[src/rtl/reg_pipe_elastic.sv]
// reg_pipe_elastic
//   DEPTH-stage register pipeline with valid/ready flow control.
//   Empty stages always accept data, so bubbles collapse while the output
//   is stalled. The ready chain is purely combinational, and out_valid and
//   out_data come straight from the last stage's registers.
//
// Ports:
//   clk        rising-edge clock for all state
//   rst        synchronous active-high reset; overrides everything
//   flush      synchronous clear of the pipeline contents; forces in_ready low
//   in_valid   upstream presents a word
//   in_data    upstream word (WIDTH bits)
//   in_ready   the pipeline accepts in_data on this edge
//   out_valid  word available at the output (valid bit of the last stage)
//   out_data   data register of the last stage
//   out_ready  downstream accepts out_data on this edge
//   occupancy  number of valid stages, 0..DEPTH (registered)
module reg_pipe_elastic #(
  parameter int               WIDTH     = 8,
  parameter int               DEPTH     = 3,
  parameter logic [WIDTH-1:0] RESET_VAL = '0
) (
  input  logic                       clk,
  input  logic                       rst,
  input  logic                       flush,
  input  logic                       in_valid,
  input  logic [WIDTH-1:0]           in_data,
  output logic                       in_ready,
  output logic                       out_valid,
  output logic [WIDTH-1:0]           out_data,
  input  logic                       out_ready,
  output logic [$clog2(DEPTH+1)-1:0] occupancy
);

  localparam int OCC_W = $clog2(DEPTH + 1);

  // Stage 0 is the input side and stage DEPTH-1 is the output side.
  logic [DEPTH-1:0] v;
  logic [WIDTH-1:0] d [DEPTH];
  logic [DEPTH-1:0] rdy;
  logic [OCC_W-1:0] occ;
  logic [OCC_W-1:0] occ_next;
  logic             in_fire;
  logic             out_fire;

  // Ready chain. A stage can load when it is empty, or when the stage ahead
  // of it loads on the same edge. The last stage looks at out_ready. The
  // chain runs from the output side back toward the input.
  always_comb begin
    logic acc;
    acc = out_ready;
    for (int i = DEPTH - 1; i >= 0; i--) begin
      acc    = !v[i] || acc;
      rdy[i] = acc;
    end
  end

  assign in_ready  = rdy[0] && !flush;
  assign out_valid = v[DEPTH-1];
  assign out_data  = d[DEPTH-1];
  assign occupancy = occ;

  assign in_fire  = in_valid && in_ready;
  assign out_fire = out_valid && out_ready;

  // The occupancy counter is tracked incrementally. It stays equal to the
  // popcount of v because each word that enters or leaves the pipeline
  // changes exactly one of the two.
  always_comb begin
    occ_next = occ;
    case ({in_fire, out_fire})
      2'b10:   occ_next = occ + OCC_W'(1);
      2'b01:   occ_next = occ - OCC_W'(1);
      default: occ_next = occ;
    endcase
  end

  // Stage registers and the occupancy counter.
  // flush clears the pipeline the same way rst does. A word that leaves
  // through the output in the flush cycle has already been consumed
  // downstream, so no accounting is needed for it.
  // A loading stage copies data even when the incoming valid bit is 0.
  // Data in an invalid stage is don't-care, and skipping the data-enable
  // keeps the datapath simple.
  always_ff @(posedge clk) begin
    if (rst || flush) begin
      v   <= '0;
      occ <= '0;
      for (int i = 0; i < DEPTH; i++) begin
        d[i] <= RESET_VAL;
      end
    end else begin
      if (rdy[0]) begin
        v[0] <= in_valid;
        d[0] <= in_data;
      end
      for (int i = 1; i < DEPTH; i++) begin
        if (rdy[i]) begin
          v[i] <= v[i-1];
          d[i] <= d[i-1];
        end
      end
      occ <= occ_next;
    end
  end

endmodule

[config.mk]
export PLATFORM = sky130hd
export DESIGN_NAME = reg_pipe_elastic
export DESIGN_NICKNAME = d
export VERILOG_FILES = /design/src/rtl/reg_pipe_elastic.sv
export SDC_FILE = /design/constraint.sdc
export NUM_CORES = 1
export LEC_CHECK = 0
export CAP_MARGIN = 20
export CORE_ASPECT_RATIO = 1.2
export CORE_UTILIZATION = 40
export CTS_CLUSTER_SIZE = 12
export DETAILED_ROUTE_END_ITERATION = 6
export PLACE_DENSITY = 0.62
export SETUP_SLACK_MARGIN = 0.4
export SYNTH_ARGS = -nofsm -noshare
export SYNTH_HDL_FRONTEND = slang
export SYNTH_SLANG_ARGS = --single-unit
[constraint.sdc]
create_clock -name clk -period 3.5 [get_ports clk]
set_input_delay 0.7 -clock clk [delete_from_list [all_inputs] [get_ports clk]]
set_output_delay 0.7 -clock clk [all_outputs]
set_load 0.02 [all_outputs]
==> PnR_summary.wiki <==
{| class="wikitable"
! Metric !! Value
|-
| Result of the run || finished, final reports clean
|-
| Antenna Nets Post-Route || 0
|-
| Area fraction of the dominant cell type after synthesis || 59.1%
|-
| Total number of nets in the final design || roughly 120
|-
| Path class of the lowest-slack min-delay path || register to register
|-
| Max FO, Critical Path || 4
|-
| Smallest hold slack || 509 ps
|-
| Number of filler instances in the final layout || 258
|-
| Area leader, netlist || edfxtp_1
|-
| Area Overhead vs Synth || 21.3%
|-
| Total DRC errors in the routed layout || 0
|-
| # diodes || 0
|-
| Required time of the critical path || 2800 ps
|-
| DR vias/cell || 4.38
|-
| Max rail drop VDD || 0.000234 V
|-
| H-tree levels || 2
|-
| CP Capture Point || in_ready
|-
| Setup skew after layout || between 8 and 9 ps
|-
| Origin of the worst setup path || out_ready
|-
| Cell at the root of the clock tree || clkbuf_4
|-
| Initial core utilization || 42.9%
|-
| Worst slew slack as a fraction of its limit || 57.9%
|-
| Max Cap Violations || 0
|-
| Transition time of the tightest slew-check pin || 629 ps
|-
| Routed via count || 613
|-
| Setup violators final || 0
|-
| Hold bufs inserted after CTS || 0
|-
| Post-DP HPWL || 1030 um
|-
| Critical path class || input port to output port
|-
| Global placer's final weighted congestion || 0.701
|-
| Setup bufs post-CTS || 0
|-
| CTS tree || done
|-
| Number of buffers inserted during clock tree synthesis || 5
|-
| Worst-case clock buffer depth || 2
|-
| Critical R2R Launch || v[2]
|-
| Count of buffers from port buffering || 24
|-
| Kind of capture point of the worst setup path || output port
|-
| Static leakage || 0.578 nW
|-
| Total area of multi-input combinational cells || between 300 and 400 um^2
|-
| Number of distinct library cells after synthesis || 21
|-
| Row Count || 21
|-
| Post-Layout Cell Count || 140
|-
| Number of standard cells after synthesis || 84
|-
| Top-level I/O count || 25
|-
| Unrepaired setup endpoints after global routing || false
|-
| Storage cell area || 821 um^2
|-
| Final count of pins violating max slew || 0
|-
| Endpoints failing hold || 0
|-
| Post-Place Cells || roughly 130
|-
| Hold Path Origin || occupancy[1]
|-
| Maximum clock rate || 349 MHz
|-
| Pre-CTS worst setup slack || approximately 600 ps
|-
| Count of TritonRoute iterations in the first routing pass || 1
|-
| GRT overflow || 0
|-
| Wire length after detailed routing || roughly 1400 um
|-
| Final WS setup || around 640 ps
|-
| Top post-synthesis cells by area || edfxtp_1 59%, and2_2 8.6%, dfxtp_1 8.2%
|-
| GRT Overall Usage || 11.1%
|-
| Clock input transition at the sequential cells of the worst setup and hold paths || 80 ps
|-
| Worst reg-to-reg path cell count || 6
|-
| Maximum number of pins on one net before global-route repair || 25
|-
| Die extent in x || 52.4 um
|-
| Ratio of final minimum period to clock period || about 82%
|-
| Source-to-sink clock delay at the later pin of the worst-skew pair || ~320 ps
|-
| Initial antenna violation count || 0
|-
| Post-layout utilization of the core || 52.1%
|-
| Accumulated negative setup slack || 0 ps
|-
| Clk sinks || 29
|-
| Number of violations reported at the end of detailed-routing iteration 0 || 0
|-
| Post-detailed-route wirelength per cell || 10.3 um
|-
| Average cell area after synthesis || 14.5 um^2
|-
| Synth Net Count || 98
|-
| Wire length of the first global-routing pass || roughly 2500 um
|-
| DIE HEIGHT || 62.5 um
|-
| Minimum clock period after layout || around 2900 ps
|-
| Power per cell area || 418 nW/um^2
|-
| Post-synthesis sequential element count || 29
|-
| Setup slack on the worst flop-to-flop path || between 1500 and 2000 ps
|-
| Yosys synthesis warning count || 0
|-
| Fraction of final layout cells sized beyond drive strength 1 || a little over a fifth
|-
| Mapped cell area || 1220 um^2
|-
| Register area share after synthesis || 67.4%
|-
| Arr. time, crit path || 2160 ps
|-
| Startpoint type of the worst setup path || input port
|-
| Area inside the core boundary || between 2000 and 3000 um^2
|-
| R2R Path End || occupancy[1]
|-
| Count of instances resized after the clock tree is built || 0
|-
| Commonest cells after routing, fill and taps aside || 24 x edfxtp_1, 24 x clkdlybuf4s50_1, 14 x and2_2, 11 x and2_1
|-
| Number of global-route vias before repair || 598
|-
| Die footprint || 3270 um^2
|}
Yosys cell counts:
| library cell | n |
|---|---|
| a21boi_0 | 1 |
| a21oi_1 | 1 |
| and2_1 | 11 |
| and2_2 | 14 |
| and2b_2 | 1 |
| and4b_4 | 1 |
| buf_4 | 8 |
| buf_6 | 2 |
| dfxtp_1 | 5 |
| edfxtp_1 | 24 |
| ha_1 | 1 |
| nand2_1 | 3 |
| nand3_1 | 1 |
| nor2_1 | 2 |
| nor3_1 | 2 |
| nor3_4 | 1 |
| o21a_1 | 2 |
| o21ai_0 | 1 |
| or3_1 | 1 |
| xnor2_1 | 1 |
| xor2_1 | 1 |
cells by family (layout without fill, tap and decap cells):
kind of cell             Yosys count  in the layout  synth area share (%)
flip-flops                        29             29                  67.4
buffers and inverters             10             32                  6.78
adder cells (fa/ha/maj)            1              1                  1.03
XOR/XNOR                           2              2                  1.44
AND/OR/NAND/NOR                   37             37                  20.7
AO/OA/AOI/OAI                      5              5                  2.67
stage by stage:
stage	total power, mW	instance area [um^2]
2_1_floorplan	0.403	1220
3_3_place_gp	0.420	1420
3_5_place_dp	0.421	1420
4_1_cts	0.624	1480
5_1_grt	0.644	1480
6_report	0.618	1480
worst min path at each step:
stage | end | slack [ps] | depth (start not counted)
3_5_place_dp | occupancy[1] | 500 | 2
3_3_place_gp | occupancy[1] | 480 | 2
4_1_cts | occupancy[1] | 520 | 2
2_1_floorplan | v[1] | 480 | 2
6_report | occupancy[1] | 510 | 2
5_1_grt | d[0][13] | 540 | 1
critical path: stages:
cell,delay [ps]
clkdlybuf4s50_1,480
and4b_4,230
nor2_1,130
clkdlybuf4s50_1,630
layer usage:
| metal | vias to the layer above | track usage [%] | wire (um) | part of all wire (%) |
|---|---|---|---|---|
| li1 | 327 | - | - | - |
| met1 | 262 | 11.0 | 599 | 42 |
| met2 | 19 | 17.7 | 705 | 49 |
| met3 | 5 | 7.30 | 100 | 6.9 |
| met4 | 0 | 4.93 | 36 | 2.5 |
| met5 | - | 0 | 0 | 0 |
layout make-up:
| class | instances | area share, % |
|---|---|---|
| clock buffer | 8 | 3.98 |
| multi-input combinational | 45 | 21.3 |
| sequential | 29 | 55.5 |
| tap | 34 | 2.88 |
| timing repair buffer | 24 | 16.3 |
state kept, by name, indices dropped and copies added (netlist names):
signal	cells
d	24
v	3
occupancy	2
power breakdown:
part	internal [mW]	switching, mW	total [mW]
combinational	0.0214	0.0131	0.0345
sequential	0.376	0.00194	0.378
clock	0.0989	0.106	0.205
(Power assumes the default switching activity.)
